### src/rtl/cva6_tlb_pkg.sv
// Shared types and constants for the Sv32 TLB: the packed update-bus layout,
// the per-entry tag, PTE bit positions and a VPN-compare helper.
package cva6_tlb_pkg;

  localparam int unsigned VPN1_W     = 10;
  localparam int unsigned VPN0_W     = 10;
  localparam int unsigned ASID_MAX_W = 9;
  localparam int unsigned PTE_W      = 32;
  localparam int unsigned PTE_G_BIT  = 5;
  localparam int unsigned PTE_V_BIT  = 0;

  // Mirrors update_i[62:0] from MSB to LSB
  typedef struct packed {
    logic                  valid;
    logic                  is_4M;
    logic [VPN1_W-1:0]     vpn1;
    logic [VPN0_W-1:0]     vpn0;
    logic [ASID_MAX_W-1:0] asid;
    logic [PTE_W-1:0]      content;
  } tlb_update_t;

  // Stored ASID keeps all 9 bits; bits above ASID_WIDTH are always written as zero
  typedef struct packed {
    logic                  valid;
    logic                  is_4M;
    logic [VPN1_W-1:0]     vpn1;
    logic [VPN0_W-1:0]     vpn0;
    logic [ASID_MAX_W-1:0] asid;
  } tlb_tag_t;

  // Superpages match on vpn1 alone; 4 KiB pages need vpn1 and vpn0
  function automatic logic vpn_match(input logic              is_4M,
                                     input logic [VPN1_W-1:0] vpn1,
                                     input logic [VPN0_W-1:0] vpn0,
                                     input logic [19:0]       va_vpn);
    return (vpn1 == va_vpn[19:10]) && (is_4M || (vpn0 == va_vpn[9:0]));
  endfunction

endpackage

### src/rtl/cva6_tlb_plru.sv
// Tree pseudo-LRU for the TLB. Node bit 0 points the victim search to the
// left (lower-index) half, 1 to the right. An accessed entry flips every node
// on its path to point away from it. Invalid entries take precedence.
module cva6_tlb_plru #(
  parameter int unsigned TLB_ENTRIES = 4
) (
  input  logic                   i_clk,
  input  logic                   i_rst,
  input  logic [TLB_ENTRIES-1:0] i_hit,
  input  logic                   i_access,
  input  logic [TLB_ENTRIES-1:0] i_valid,
  output logic [TLB_ENTRIES-1:0] o_victim
);

  localparam int unsigned LVLS  = $clog2(TLB_ENTRIES);
  localparam int unsigned NODES = TLB_ENTRIES - 1;
  localparam logic [TLB_ENTRIES-1:0] ONE_N = {{(TLB_ENTRIES-1){1'b0}}, 1'b1};

  logic [NODES-1:0]       r_tree;
  logic [NODES-1:0]       w_tree_nxt;
  logic [NODES-1:0]       w_hit_lo;
  logic [NODES-1:0]       w_hit_hi;
  logic [TLB_ENTRIES-1:0] w_plru_vic;
  logic [TLB_ENTRIES-1:0] w_inv;
  logic [TLB_ENTRIES-1:0] w_inv_oh;

  for (genvar l = 0; l < LVLS; l++) begin : g_lvl
    for (genvar p = 0; p < (1 << l); p++) begin : g_node
      localparam int unsigned NODE = (1 << l) - 1 + p;
      localparam int unsigned HALF = TLB_ENTRIES >> (l + 1);
      localparam int unsigned BASE = p * (TLB_ENTRIES >> l);
      assign w_hit_lo[NODE]   = |i_hit[BASE +: HALF];
      assign w_hit_hi[NODE]   = |i_hit[BASE + HALF +: HALF];
      assign w_tree_nxt[NODE] = !i_access      ? r_tree[NODE] :
                                w_hit_lo[NODE] ? 1'b1 :
                                w_hit_hi[NODE] ? 1'b0 : r_tree[NODE];
    end
  end

  for (genvar i = 0; i < TLB_ENTRIES; i++) begin : g_vic
    logic [LVLS-1:0] w_ok;
    for (genvar l = 0; l < LVLS; l++) begin : g_path
      localparam int unsigned NODE = (1 << l) - 1 + (i >> (LVLS - l));
      localparam logic        DIR  = ((i >> (LVLS - l - 1)) & 1) != 0;
      assign w_ok[l] = (r_tree[NODE] == DIR);
    end
    assign w_plru_vic[i] = &w_ok;
  end

  assign w_inv    = ~i_valid;
  assign w_inv_oh = w_inv & (~w_inv + ONE_N);
  assign o_victim = (|w_inv) ? w_inv_oh : w_plru_vic;

  // Tree state: cleared on reset, otherwise follows accessed hits
  always_ff @(posedge i_clk) begin
    if (i_rst) r_tree <= '0;
    else       r_tree <= w_tree_nxt;
  end

endmodule

### src/rtl/cva6_tlb_sv32.sv
// Fully associative Sv32 TLB with combinational lookup, PTW update bus,
// SFENCE.VMA-style flush and tree-PLRU replacement.
// Optional macro CVA6_TLB_GLOBAL_EN: when defined, PTE.G makes an entry match
// any ASID and protects it from ASID-qualified flushes; otherwise G is ignored.
module cva6_tlb_sv32
  import cva6_tlb_pkg::*;
#(
  parameter int unsigned TLB_ENTRIES = 4,
  parameter int unsigned ASID_WIDTH  = 1
) (
  input  logic                  clk_i,
  input  logic                  rst_ni,
  input  logic                  flush_i,
  input  logic [62:0]           update_i,
  input  logic                  lu_access_i,
  input  logic [ASID_WIDTH-1:0] lu_asid_i,
  input  logic [31:0]           lu_vaddr_i,
  output logic [31:0]           lu_content_o,
  input  logic [ASID_WIDTH-1:0] asid_to_be_flushed_i,
  input  logic [31:0]           vaddr_to_be_flushed_i,
  output logic                  lu_is_4M_o,
  output logic                  lu_hit_o
);

  localparam logic [TLB_ENTRIES-1:0] ONE_N     = {{(TLB_ENTRIES-1){1'b0}}, 1'b1};
  localparam logic [ASID_MAX_W-1:0]  ASID_MASK = ASID_MAX_W'((1 << ASID_WIDTH) - 1);

  tlb_update_t             w_upd;
  tlb_tag_t                r_tag     [TLB_ENTRIES];
  logic [PTE_W-1:0]        r_content [TLB_ENTRIES];
  logic [ASID_MAX_W-1:0]   w_lu_asid;
  logic [ASID_MAX_W-1:0]   w_fl_asid;
  logic                    w_fl_all_asid;
  logic                    w_fl_all_va;
  logic [TLB_ENTRIES-1:0]  w_hit;
  logic [TLB_ENTRIES-1:0]  w_hit_oh;
  logic [TLB_ENTRIES-1:0]  w_flush_inv;
  logic [TLB_ENTRIES-1:0]  w_valid;
  logic [TLB_ENTRIES-1:0]  w_victim;
  logic                    w_unused_vaddr;

  assign w_upd          = update_i;
  assign w_lu_asid      = ASID_MAX_W'(lu_asid_i);
  assign w_fl_asid      = ASID_MAX_W'(asid_to_be_flushed_i);
  assign w_fl_all_asid  = (asid_to_be_flushed_i == '0);
  assign w_fl_all_va    = (vaddr_to_be_flushed_i == '0);
  assign w_unused_vaddr = ^lu_vaddr_i[11:0];

  for (genvar i = 0; i < TLB_ENTRIES; i++) begin : g_entry
    logic w_g;
    logic w_lu_vpn;
    logic w_fl_vpn;
    logic w_fl_asid_hit;
`ifdef CVA6_TLB_GLOBAL_EN
    assign w_g = r_content[i][PTE_G_BIT];
`else
    assign w_g = 1'b0;
`endif
    assign w_lu_vpn = vpn_match(r_tag[i].is_4M, r_tag[i].vpn1, r_tag[i].vpn0,
                                lu_vaddr_i[31:12]);
    assign w_fl_vpn = vpn_match(r_tag[i].is_4M, r_tag[i].vpn1, r_tag[i].vpn0,
                                vaddr_to_be_flushed_i[31:12]);
    assign w_valid[i]    = r_tag[i].valid;
    assign w_hit[i]      = r_tag[i].valid && ((r_tag[i].asid == w_lu_asid) || w_g) && w_lu_vpn;
    assign w_fl_asid_hit = (r_tag[i].asid == w_fl_asid) && !w_g;
    // Zero flush ASID / address act as wildcards for their half of the match
    assign w_flush_inv[i] = (w_fl_all_asid || w_fl_asid_hit) && (w_fl_all_va || w_fl_vpn);
  end

  // Duplicates are legal; the lowest-index hit drives the outputs and the PLRU
  assign w_hit_oh = w_hit & (~w_hit + ONE_N);

  // Output mux over the single winning entry; all zero on a miss
  always_comb begin
    lu_hit_o     = |w_hit;
    lu_content_o = '0;
    lu_is_4M_o   = 1'b0;
    for (int i = 0; i < TLB_ENTRIES; i++) begin
      if (w_hit_oh[i]) begin
        lu_content_o = r_content[i];
        lu_is_4M_o   = r_tag[i].is_4M;
      end
    end
  end

  cva6_tlb_plru #(
    .TLB_ENTRIES (TLB_ENTRIES)
  ) u_plru (
    .i_clk    (clk_i),
    .i_rst    (rst_ni),
    .i_hit    (w_hit_oh),
    .i_access (lu_access_i),
    .i_valid  (w_valid),
    .o_victim (w_victim)
  );

  // Entry state: reset beats flush, flush beats update; only valid bits are reset
  always_ff @(posedge clk_i) begin
    for (int i = 0; i < TLB_ENTRIES; i++) begin
      if (rst_ni) begin
        r_tag[i].valid <= 1'b0;
      end else if (flush_i) begin
        if (w_flush_inv[i]) r_tag[i].valid <= 1'b0;
      end else if (w_upd.valid && w_victim[i]) begin
        r_tag[i].valid <= 1'b1;
        r_tag[i].is_4M <= w_upd.is_4M;
        r_tag[i].vpn1  <= w_upd.vpn1;
        r_tag[i].vpn0  <= w_upd.vpn0;
        r_tag[i].asid  <= w_upd.asid & ASID_MASK;
        r_content[i]   <= w_upd.content;
      end
    end
  end

endmodule

### config.mk
export PLATFORM = sky130hd
export DESIGN_NAME = cva6_tlb_sv32
export DESIGN_NICKNAME = d
export VERILOG_FILES = /design/src/rtl/cva6_tlb_pkg.sv /design/src/rtl/cva6_tlb_plru.sv /design/src/rtl/cva6_tlb_sv32.sv
export SDC_FILE = /design/constraint.sdc
export NUM_CORES = 1
export LEC_CHECK = 0
export BUFFER_PORTS_ARGS = -buffer_cell sky130_fd_sc_hd__buf_2
export CORE_ASPECT_RATIO = 1.5
export CORE_MARGIN = 2
export CORE_UTILIZATION = 35
export CTS_CLUSTER_DIAMETER = 100
export CTS_CLUSTER_SIZE = 12
export DETAILED_ROUTE_END_ITERATION = 10
export PLACE_DENSITY = 0.65
export SYNTH_ARGS = -nofsm -noshare
export SYNTH_HDL_FRONTEND = slang
export SYNTH_HIERARCHICAL = 1
export SYNTH_SLANG_ARGS = --single-unit
### constraint.sdc
create_clock -name clk_i -period 6.15 [get_ports clk_i]
set_input_delay 0.9225 -clock clk_i [delete_from_list [all_inputs] [get_ports clk_i]]
set_output_delay 0.9225 -clock clk_i [all_outputs]
set_load 0.03 [all_outputs]
Word level (Yosys, flattened, before mapping)
Memory sizes are Yosys's and may differ from the RTL's.
Cells that the tools add are included.
{ "classes": {"mux": 66, "multipliers": 0, "bitwise": 17, "div": 0, "reduce_logical": 58, "n_lt_le_gt_ge": 0, "shift": 0, "addsub": 2, "eq_ne": 24} }
{ "ops": {"columns": ["op", "count"], "rows": [
  ["two-way mux 32 bit", 7],
  ["equality test 10 bit", 16],
  ["OR reduction 32 bit", 3],
  ["equality test 9 x 1 -> 1 bit", 8],
  ["two-way mux 1 bit", 55],
  ["logical NOT 32 bit", 1],
  ["logical AND 1 bit", 24],
  ["logical OR 1 bit", 16],
  ["AND reduction 2 bit", 7],
  ["inverter 4 bit", 3],
  ["adder 4 x 1 -> 4 bit (second input constant)", 2],
  ["AND 4 bit", 2],
  ["OR 1 bit", 8],
  ["OR reduction 4 bit", 2],
  ["two-way mux 2 bit", 3],
  ["nonzero test 2 bit", 3],
  ["two-way mux 4 bit", 1],
  ["inverter 1 bit", 4],
  ["OR reduction 2 bit", 2]
]} }
{ "word_totals": {"in_bits": 133, "rom_bits": 0, "mem_count": 2, "latch_bits": 0, "word_cells": 172, "ram_bits": 220, "out_inout_bits": 34, "ff_bits": 3} }
{ "mem_list": {"columns": ["memory", "depth", "width", "read_ports", "rd_ports_with_merged_regs", "write_ports", "line_no", "text"], "rows": [
  ["r_content", 4, 32, 4, 0, 1, "cva6_tlb_sv32.sv:30", "logic [PTE_W-1:0] r_content [TLB_ENTRIES];"],
  ["r_tag", 4, 23, 4, 0, 4, "cva6_tlb_sv32.sv:29", "tlb_tag_t r_tag [TLB_ENTRIES];"]
]} }

Depth between registers and ports, before layout
Gate-level depths: netlist of run 1.
An unclocked memory read counts as a cell.
{ "logic_depth": {"depth_word": 15, "depth_mapped": 11, "depth_no_buf": 8} }

Modules after synthesis
The synthesis of run 1 kept the hierarchy.
{ "modules_own_cells": {"columns": ["module", "cells_each", "instances", "area_per_inst_um2", "seq_area_each_um2"], "rows": [
  ["cva6_tlb_sv32", 704, 1, 10238.6, 6606.3],
  ["cva6_tlb_plru", 24, 1, 198.9, 60.1]
]} }

Worst setup path before layout of run 1
No wires, ideal clock.
{ "synth_timing": {"kind": "input to output", "start": "in lu_vaddr_i[23]", "end": "out lu_content_o[0]", "arrival_ns": 3.262, "path_stages": 8, "setup_slack_ns": 1.966, "path_buffers": 2, "t_required_ns": 5.227, "path_cell_list": "buf_6 -> xnor2_1 -> nand4_1 -> or3_4 -> a2bb2oi_2 -> and2_4 -> buf_6 -> o41ai_1"} }
{ "synth_via": {"elab_chain_len": 10} }
{ "synth_lines": {"columns": ["element", "line_no", "text"], "rows": [
  ["from (decl)", "cva6_tlb_sv32.sv:17", "input logic [31:0] lu_vaddr_i,"],
  ["equality test 10 bit", "cva6_tlb_pkg.sv:36", "return (vpn1 == va_vpn[19:10]) && (is_4M || (vpn0 == va_vpn[9:0]));"],
  ["logical AND 1 bit", "cva6_tlb_pkg.sv:36", null],
  ["logical AND 1 bit", "cva6_tlb_sv32.sv:64", "assign w_hit[i] = r_tag[i].valid && ((r_tag[i].asid == w_lu_asid) || w_g) && w_lu_vpn;"],
  ["inverter 4 bit", "cva6_tlb_sv32.sv:71", "assign w_hit_oh = w_hit & (~w_hit + ONE_N);"],
  ["adder 4 x 1 -> 4 bit", "cva6_tlb_sv32.sv:71", null],
  ["AND 4 bit (*)", "cva6_tlb_sv32.sv:71", null],
  ["two-way mux 32 bit (3 in a row)", "cva6_tlb_sv32.sv:79", "if (w_hit_oh[i]) begin"],
  ["two-way mux 32 bit (*)", "cva6_tlb_sv32.sv:79", null],
  ["to (decl)", "cva6_tlb_sv32.sv:18", "output logic [31:0] lu_content_o,"]
]} }
Mark *: on every way between the ends. The rest lies on a longest branch, timed or not.

Worst setup path in the final report of run 1
{ "layout_timing": {"start": "in lu_vaddr_i[31]", "end": "out lu_content_o[9]"} }
Same word-level chain as after synthesis.

==> results of run 1 <==
through the flow:
stage	hold slack, ps	instance area (um^2)	instances	utilization (%)
after detailed placement	593	11500	1224	39.1
after CTS	597	12100	1256	41.2
final	596	12100	1256	41.2
after floorplan	545	10400	728	-
after global routing	607	12100	1256	41.2
after global placement	575	11500	1224	39.1
cell usage after synthesis (all sizes together), types with 3 or more instances:
| master | instances | area [um^2] |
|---|---|---|
| nand2b | 5 | 31.3 |
| nor3 | 36 | 180 |
| xnor2 | 58 | 508 |
| a311o | 4 | 40.0 |
| and2 | 6 | 40.0 |
| nand4 | 15 | 93.8 |
| o41ai | 33 | 507 |
| buf | 18 | 121 |
| edfxtp | 220 | 6610 |
| nor2 | 36 | 135 |
| nor4 | 33 | 225 |
| clkbuf | 39 | 148 |
| a21oi | 3 | 15.0 |
| a311oi | 32 | 280 |
| dfxtp | 3 | 60.1 |
| nand2 | 8 | 32.5 |
| a41oi | 7 | 61.3 |
| o21ai | 6 | 30.0 |
| xor2 | 106 | 928 |
| nand3 | 35 | 175 |
report_power, final:
| part | internal, W | switching (W) |
|---|---|---|
| Sequential | 0.00169 | 0.00000881 |
| Clock | 0.000676 | 0.000527 |
| Combinational | 0.0000636 | 0.0000989 |
| Total | 0.00243 | 0.000635 |
layout make-up:
class / instances / share of cell area, %
Multi-Input combinational cell: 445 / 28.9
Clock buffer: 31 / 5.00
Inverter: 3 / 0.103
Clock inverter: 1 / 0.0620
Sequential cell: 223 / 55.1
Tap cell: 395 / 4.08
Timing Repair Buffer: 158 / 6.78
worst max path at each step:
stage                    from              end  slack [ps]  cells after the start
4_1_cts        lu_vaddr_i[31]  lu_content_o[9]        1400                      8
2_1_floorplan  lu_vaddr_i[23]  lu_content_o[0]        1970                      8
3_5_place_dp   lu_vaddr_i[22]  lu_content_o[9]        1420                      8
3_3_place_gp   lu_vaddr_i[31]  lu_content_o[9]        1480                      8
6_report       lu_vaddr_i[31]  lu_content_o[9]        1510                      8
5_1_grt        lu_vaddr_i[31]  lu_content_o[9]        1300                      8
cell families (layout without fill, tap and decap cells):
group | Yosys count | after routing
and+or+nand+nor | 182 | 182
buffers and inverters | 60 | 193
DFF | 223 | 223
AOI/OAI and AO/OA | 99 | 99
xor gates and xnor gates | 164 | 164
placed cells by master (no fill, tap or decap), drive strengths merged, types with 32 or more instances in the layout:
master / n
a311oi: 32
o41ai: 33
nor4: 33
buf: 158
nor2: 36
xnor2: 58
edfxtp: 220
nand3: 35
nor3: 36
xor2: 106
per-layer routing:
metal  part of all wire (%)  wire length, um
met3                    5.3             1550
met4                    4.8             1410
met1                     37            10800
met2                     53            15400
met5                  0.044               13
critical path: stages:
cell and delay, ps:
buf_2 140, xor2_1 170, nor4_2 360, and3_1 780
buf_4 430, a311oi_1 170, o41ai_2 450, buf_2 270
state kept, by name (all words and copies together) (netlist names):
register / cells
u_plru/r_tree: 3
r_tag: 92
r_content: 128
==> results.sh, run 1 <==
export IMPL_status="completed"
export IMPL_rsz0062_at_grt="no"
export IMPL_regArea_um2=6670
export IMPL_async_reset_ff_share_pct=0
export IMPL_multi_input_area_um2=3500
export IMPL_synth_seq_area_share_pct=63.9
export IMPL_cts_num_sinks=223
export IMPL_die_width_um=145
export IMPL_antenna_cells=0
export IMPL_grt_pass1_wl_um=43000
export IMPL_drt_wl_total_um=29200
export IMPL_core_um2=29400
export IMPL_antenna_found_initial=1
export IMPL_cp_max_fo=20
export IMPL_yosysWarningCount=6
export IMPL_dp_slack_ps=1420
export IMPL_fin_crit_sh_pct=75.5
export IMPL_synth_top_family_by_area="XOR/XNOR gates"
export IMPL_start_util_pct=35.5
export IMPL_finalHoldViolCount=0
export IMPL_max_cap_viol_count=0
export IMPL_rows=77
export IMPL_synth_simple_gate_area_share_pct=9.33
export IMPL_nets=986
export IMPL_dieHeight_um=216
export IMPL_numPortBuffers=146
export IMPL_die_area_um2=31200
export IMPL_routed_via_density=5.34
export IMPL_hpwl_um=19200
export IMPL_grt_pass1_vias=7160
export IMPL_whs_path_depth=2
export IMPL_htree_levels=1
export IMPL_synthAdderAreaFrac_pct=0
export IMPL_ctsResizeCount=0
export IMPL_syn_avg_cell_area_um2=14.3
export IMPL_endpoint_kind="output pin"
export IMPL_postCtsSetupBuffers=0
export IMPL_clk_pin_slew_worst_paths_ps=60
export IMPL_cp_required_ps=5230
export IMPL_top_usage_layer="met2"
export IMPL_crit_type="input pin to output pin"
export IMPL_startpoint_type="input pin"
export IMPL_synth_compound_area_share_pct=10.3
export IMPL_synth_mux_area_share_pct=0
export IMPL_worst_slack_ps=1510
export IMPL_cts_buffers=22
export IMPL_fill_cells=2707
export IMPL_met1_usage_pct=20.4
export IMPL_relSlewSlack_pct=39.1
export IMPL_fmax_mhz=215
export IMPL_netlist_area_um2=10400
export IMPL_min_to="u_plru/r_tree[1]$_SDFFE_PP0P_"
export IMPL_yosysUniqueCellTypes=50
export IMPL_worstPathArrival_ps=3720
export IMPL_syn2layout_area_growth_pct=16.0
export IMPL_globalplace_congestion=0.853
export IMPL_min_delay_start="u_plru/r_tree[1]$_SDFFE_PP0P_"
export IMPL_tns_ps=0
export IMPL_total_power_w=0.00306
export IMPL_ctsHoldBuffers=0
export IMPL_worstReg2RegStart="r_tag[1][11]$_DFFE_PP_"
export IMPL_drive_gt1_share_pct=26.6
export IMPL_rr_worst_depth=7
export IMPL_finalSetupViolations=0
export IMPL_grtUsageMet3_pct=2.77
export IMPL_dr_first_iter_drc_count=303
export IMPL_p_per_area_nw_per_um2=253
export IMPL_grt_util_all_layers_pct=18.3
export IMPL_post_drt_wl_per_cell_um=23.3
export IMPL_min_period_ps=4640
export IMPL_regToRegEndpoint="u_plru/r_tree[2]$_SDFFE_PP0P_"
export IMPL_ys_seq_elements=223
export IMPL_cts_root_buf="clkbuf_16"
export IMPL_clock_skew_ps=13.0
export IMPL_worst_pin_slew_ps=906
export IMPL_cts_tree="yes"
export IMPL_grt_start_max_net_pins=37
export IMPL_io_pins=167
export IMPL_grt_overflow_total=0
export IMPL_drc=0
export IMPL_grt_use_met2_pct=33.5
export IMPL_antenna_left=0
export IMPL_syn_inst=728
export IMPL_ys_flop_type="edfxtp_1"
export IMPL_p_leak_nw=4.18
export IMPL_insertion_delay_ps=510
export IMPL_synth_edf_count=220
export IMPL_worst_hold_path_type="register to register"
export IMPL_clk_path_buf_depth=3
export IMPL_via_count=6711
export IMPL_synthXorXnorAreaFrac_pct=13.8
export IMPL_vdd_drop_max_mv=0.210
export IMPL_synth_nets=861
export IMPL_firstDrtPassIters=5
export IMPL_r2r_slack_ps=3430
export IMPL_final_max_slew_viol_count=0
Power figures use the tool's default switching activity.
==> run 2: changes to the inputs <==
--- a/config.mk
+++ b/config.mk
@@ -12,7 +12,7 @@
 export CTS_CLUSTER_DIAMETER = 100
 export CTS_CLUSTER_SIZE = 12
 export DETAILED_ROUTE_END_ITERATION = 10
-export PLACE_DENSITY = 0.65
+export PLACE_DENSITY = 0.67
 export SYNTH_ARGS = -nofsm -noshare
 export SYNTH_HDL_FRONTEND = slang
 export SYNTH_HIERARCHICAL = 1
==> constraint.sdc (replaced) <==
create_clock -name clk_i -period 3.9 [get_ports clk_i]
set_input_delay 0.585 -clock clk_i [delete_from_list [all_inputs] [get_ports clk_i]]
set_output_delay 0.585 -clock clk_i [all_outputs]
set_load 0.03 [all_outputs]
==> results.sh, run 2 (synthesis gave the netlist of run 1 again) <==
export IMPL_die_width_um=145
export IMPL_largest_reg_flops=128
export IMPL_worst_pin_slew_ps=765
export IMPL_clock_skew_ps=14.3
export IMPL_io_pins=167
export IMPL_p_per_area_nw_per_um2=394
export IMPL_drc=0
export IMPL_finalSetupViolations=0
export IMPL_final_max_slew_viol_count=0
export IMPL_status="completed"
export IMPL_worstReg2RegStart="r_tag[3][5]$_DFFE_PP_"
export IMPL_hpwl_um=19600
export IMPL_final_cell_mix="220 x edfxtp_1, 146 x buf_2, 106 x xor2_1"
export IMPL_routed_via_density=5.33
export IMPL_cpLargestDelayFamily="simple AND/OR/NAND/NOR gates"
export IMPL_p_leak_nw=4.27
export IMPL_via_count=6751
export IMPL_die_area_um2=31200
export IMPL_dr_first_iter_drc_count=339
export IMPL_slowest_stage="o41ai_2"
export IMPL_multi_input_area_um2=3540
export IMPL_post_drt_wl_per_cell_um=22.8
export IMPL_cts_buffers=22
export IMPL_path_cells="xnor2_1, nand4_1, nor3_1, buf_4, a211oi_4, and2_4, o41ai_2, buf_2"
export IMPL_cts_root_buf="clkbuf_16"
export IMPL_r2r_slack_ps=1270
export IMPL_ctsHoldBuffers=0
export IMPL_regToRegEndpoint="u_plru/r_tree[0]$_SDFFE_PP0P_"
export IMPL_fill_cells=2714
export IMPL_path_depth=8
export IMPL_grt_util_all_layers_pct=18.2
export IMPL_syn2layout_area_growth_pct=18.0
export IMPL_grt_overflow_total=0
export IMPL_rr_worst_depth=7
export IMPL_regArea_um2=6670
export IMPL_firstDrtPassIters=5
export IMPL_cts_num_sinks=223
export IMPL_clk_pin_slew_worst_paths_ps=70
export IMPL_crit_type="register to output pin"
export IMPL_endpoint_kind="output pin"
export IMPL_drt_wl_total_um=28900
export IMPL_finalHoldViolCount=0
export IMPL_startpoint_type="register"
export IMPL_final_common_cell="edfxtp_1"
export IMPL_numPortBuffers=146
export IMPL_max_cap_viol_count=0
export IMPL_finish_utilization_pct=41.9
export IMPL_path_buf_inv=2
export IMPL_fin_crit_sh_pct=96.9
export IMPL_worstPathArrival_ps=3190
export IMPL_worst_hold_path_type="input pin to register"
export IMPL_fmax_mhz=265
export IMPL_rsz0062_at_grt="no"
export IMPL_grt_pass1_vias=7247
export IMPL_cts_tree="yes"
export IMPL_tns_ps=0
export IMPL_worstSetupEndpoint="lu_content_o[8]"
export IMPL_clk_path_buf_depth=3
export IMPL_htree_levels=1
export IMPL_startpoint="r_tag[2][14]$_DFFE_PP_"
export IMPL_insertion_delay_ps=520
export IMPL_reg_top3="r_content: 128 flops, r_tag: 92 flops, u_plru/r_tree: 3 flops"
export IMPL_dieHeight_um=216
export IMPL_globalplace_congestion=0.913
export IMPL_nets=997
export IMPL_relSlewSlack_pct=49.0
export IMPL_vdd_drop_max_mv=0.321
export IMPL_antenna_cells=0
export IMPL_rows=77
export IMPL_min_period_ps=3780
export IMPL_cp_max_fo=35
export IMPL_slowest_delay_ps=520
export IMPL_antenna_found_initial=1
export IMPL_antenna_left=0
export IMPL_core_um2=29400
export IMPL_start_util_pct=35.5
export IMPL_top_register="r_content"
export IMPL_grt_start_max_net_pins=43
export IMPL_drive_gt1_share_pct=28.0
export IMPL_grt_pass1_wl_um=43400
export IMPL_cp_required_ps=3310
[run 2: cell count changes in the layout (fill, tap and decap cells not counted)]
cell,previous run,this run
clkbuf_1,8,7
a41oi_1,7,6
o41ai_2,29,30
a2bb2oi_2,1,0
nor4_2,3,5
a41oi_2,0,1
buf_4,12,16
o41ai_1,4,3
buf_12,0,7
a2bb2oi_4,0,1
nor4_1,30,28
[run 2: area by class of cell]
type | instances | area share, %
clock buffers | 30 | 4.89
clock inverters | 1 | 0.0610
inverters | 3 | 0.102
multi-input cells | 445 | 28.8
flip-flops and latches | 223 | 54.1
well taps | 395 | 4.01
repair buffers | 169 | 8.05
[run 2: worst min path at each step]
stage,startpoint,to,cells past startpoint
3_3_place_gp,u_plru/r_tree[2]$_SDFFE_PP0P_,u_plru/r_tree[2]$_SDFFE_PP0P_,2
2_1_floorplan,u_plru/r_tree[2]$_SDFFE_PP0P_,u_plru/r_tree[2]$_SDFFE_PP0P_,2
5_1_grt,update_i[27],r_content[3][27]$_DFFE_PP_,1
3_5_place_dp,u_plru/r_tree[1]$_SDFFE_PP0P_,u_plru/r_tree[1]$_SDFFE_PP0P_,2
6_report,update_i[27],r_content[1][27]$_DFFE_PP_,1
4_1_cts,update_i[27],r_content[3][27]$_DFFE_PP_,1
[run 2: where the power goes]
group / switching (W) / leakage, nW / internal [W] / total [W]
Sequential: 0.0000141 / 2.02 / 0.00266 / 0.00268
Combinational: 0.000159 / 1.97 / 0.000103 / 0.000262
Clock: 0.000846 / 0.292 / 0.00106 / 0.00191
[run 2: through the flow]
| stage | worst slack, ps | std cells | total power, W | hold WS [ps] | cell area, um^2 |
|---|---|---|---|---|---|
| floorplan | 391 | 728 | 0.00285 | 545 | 10400 |
| global placement | 238 | 1235 | 0.00298 | 568 | 11700 |
| detailed placement | 226 | 1235 | 0.00299 | 588 | 11700 |
| CTS | 37.5 | 1266 | 0.00488 | 264 | 12300 |
| global route | 8.17 | 1266 | 0.00498 | 274 | 12300 |
| finish | 122 | 1266 | 0.00485 | 286 | 12300 |
[run 2: what timing repair did]
action | 4_1_cts | 5_1_grt
gates cloned | 0 | 0
setup buffers | 0 | 0
setup endpoints to repair | 2 | 4
gates resized for setup | 2 | 2
[run 2: metal layers]
layer  track usage, %  wire length, um
met3             2.35             1270
met2             34.2            15600
met5                0               13
met1             20.7            10900
met4             7.69             1070
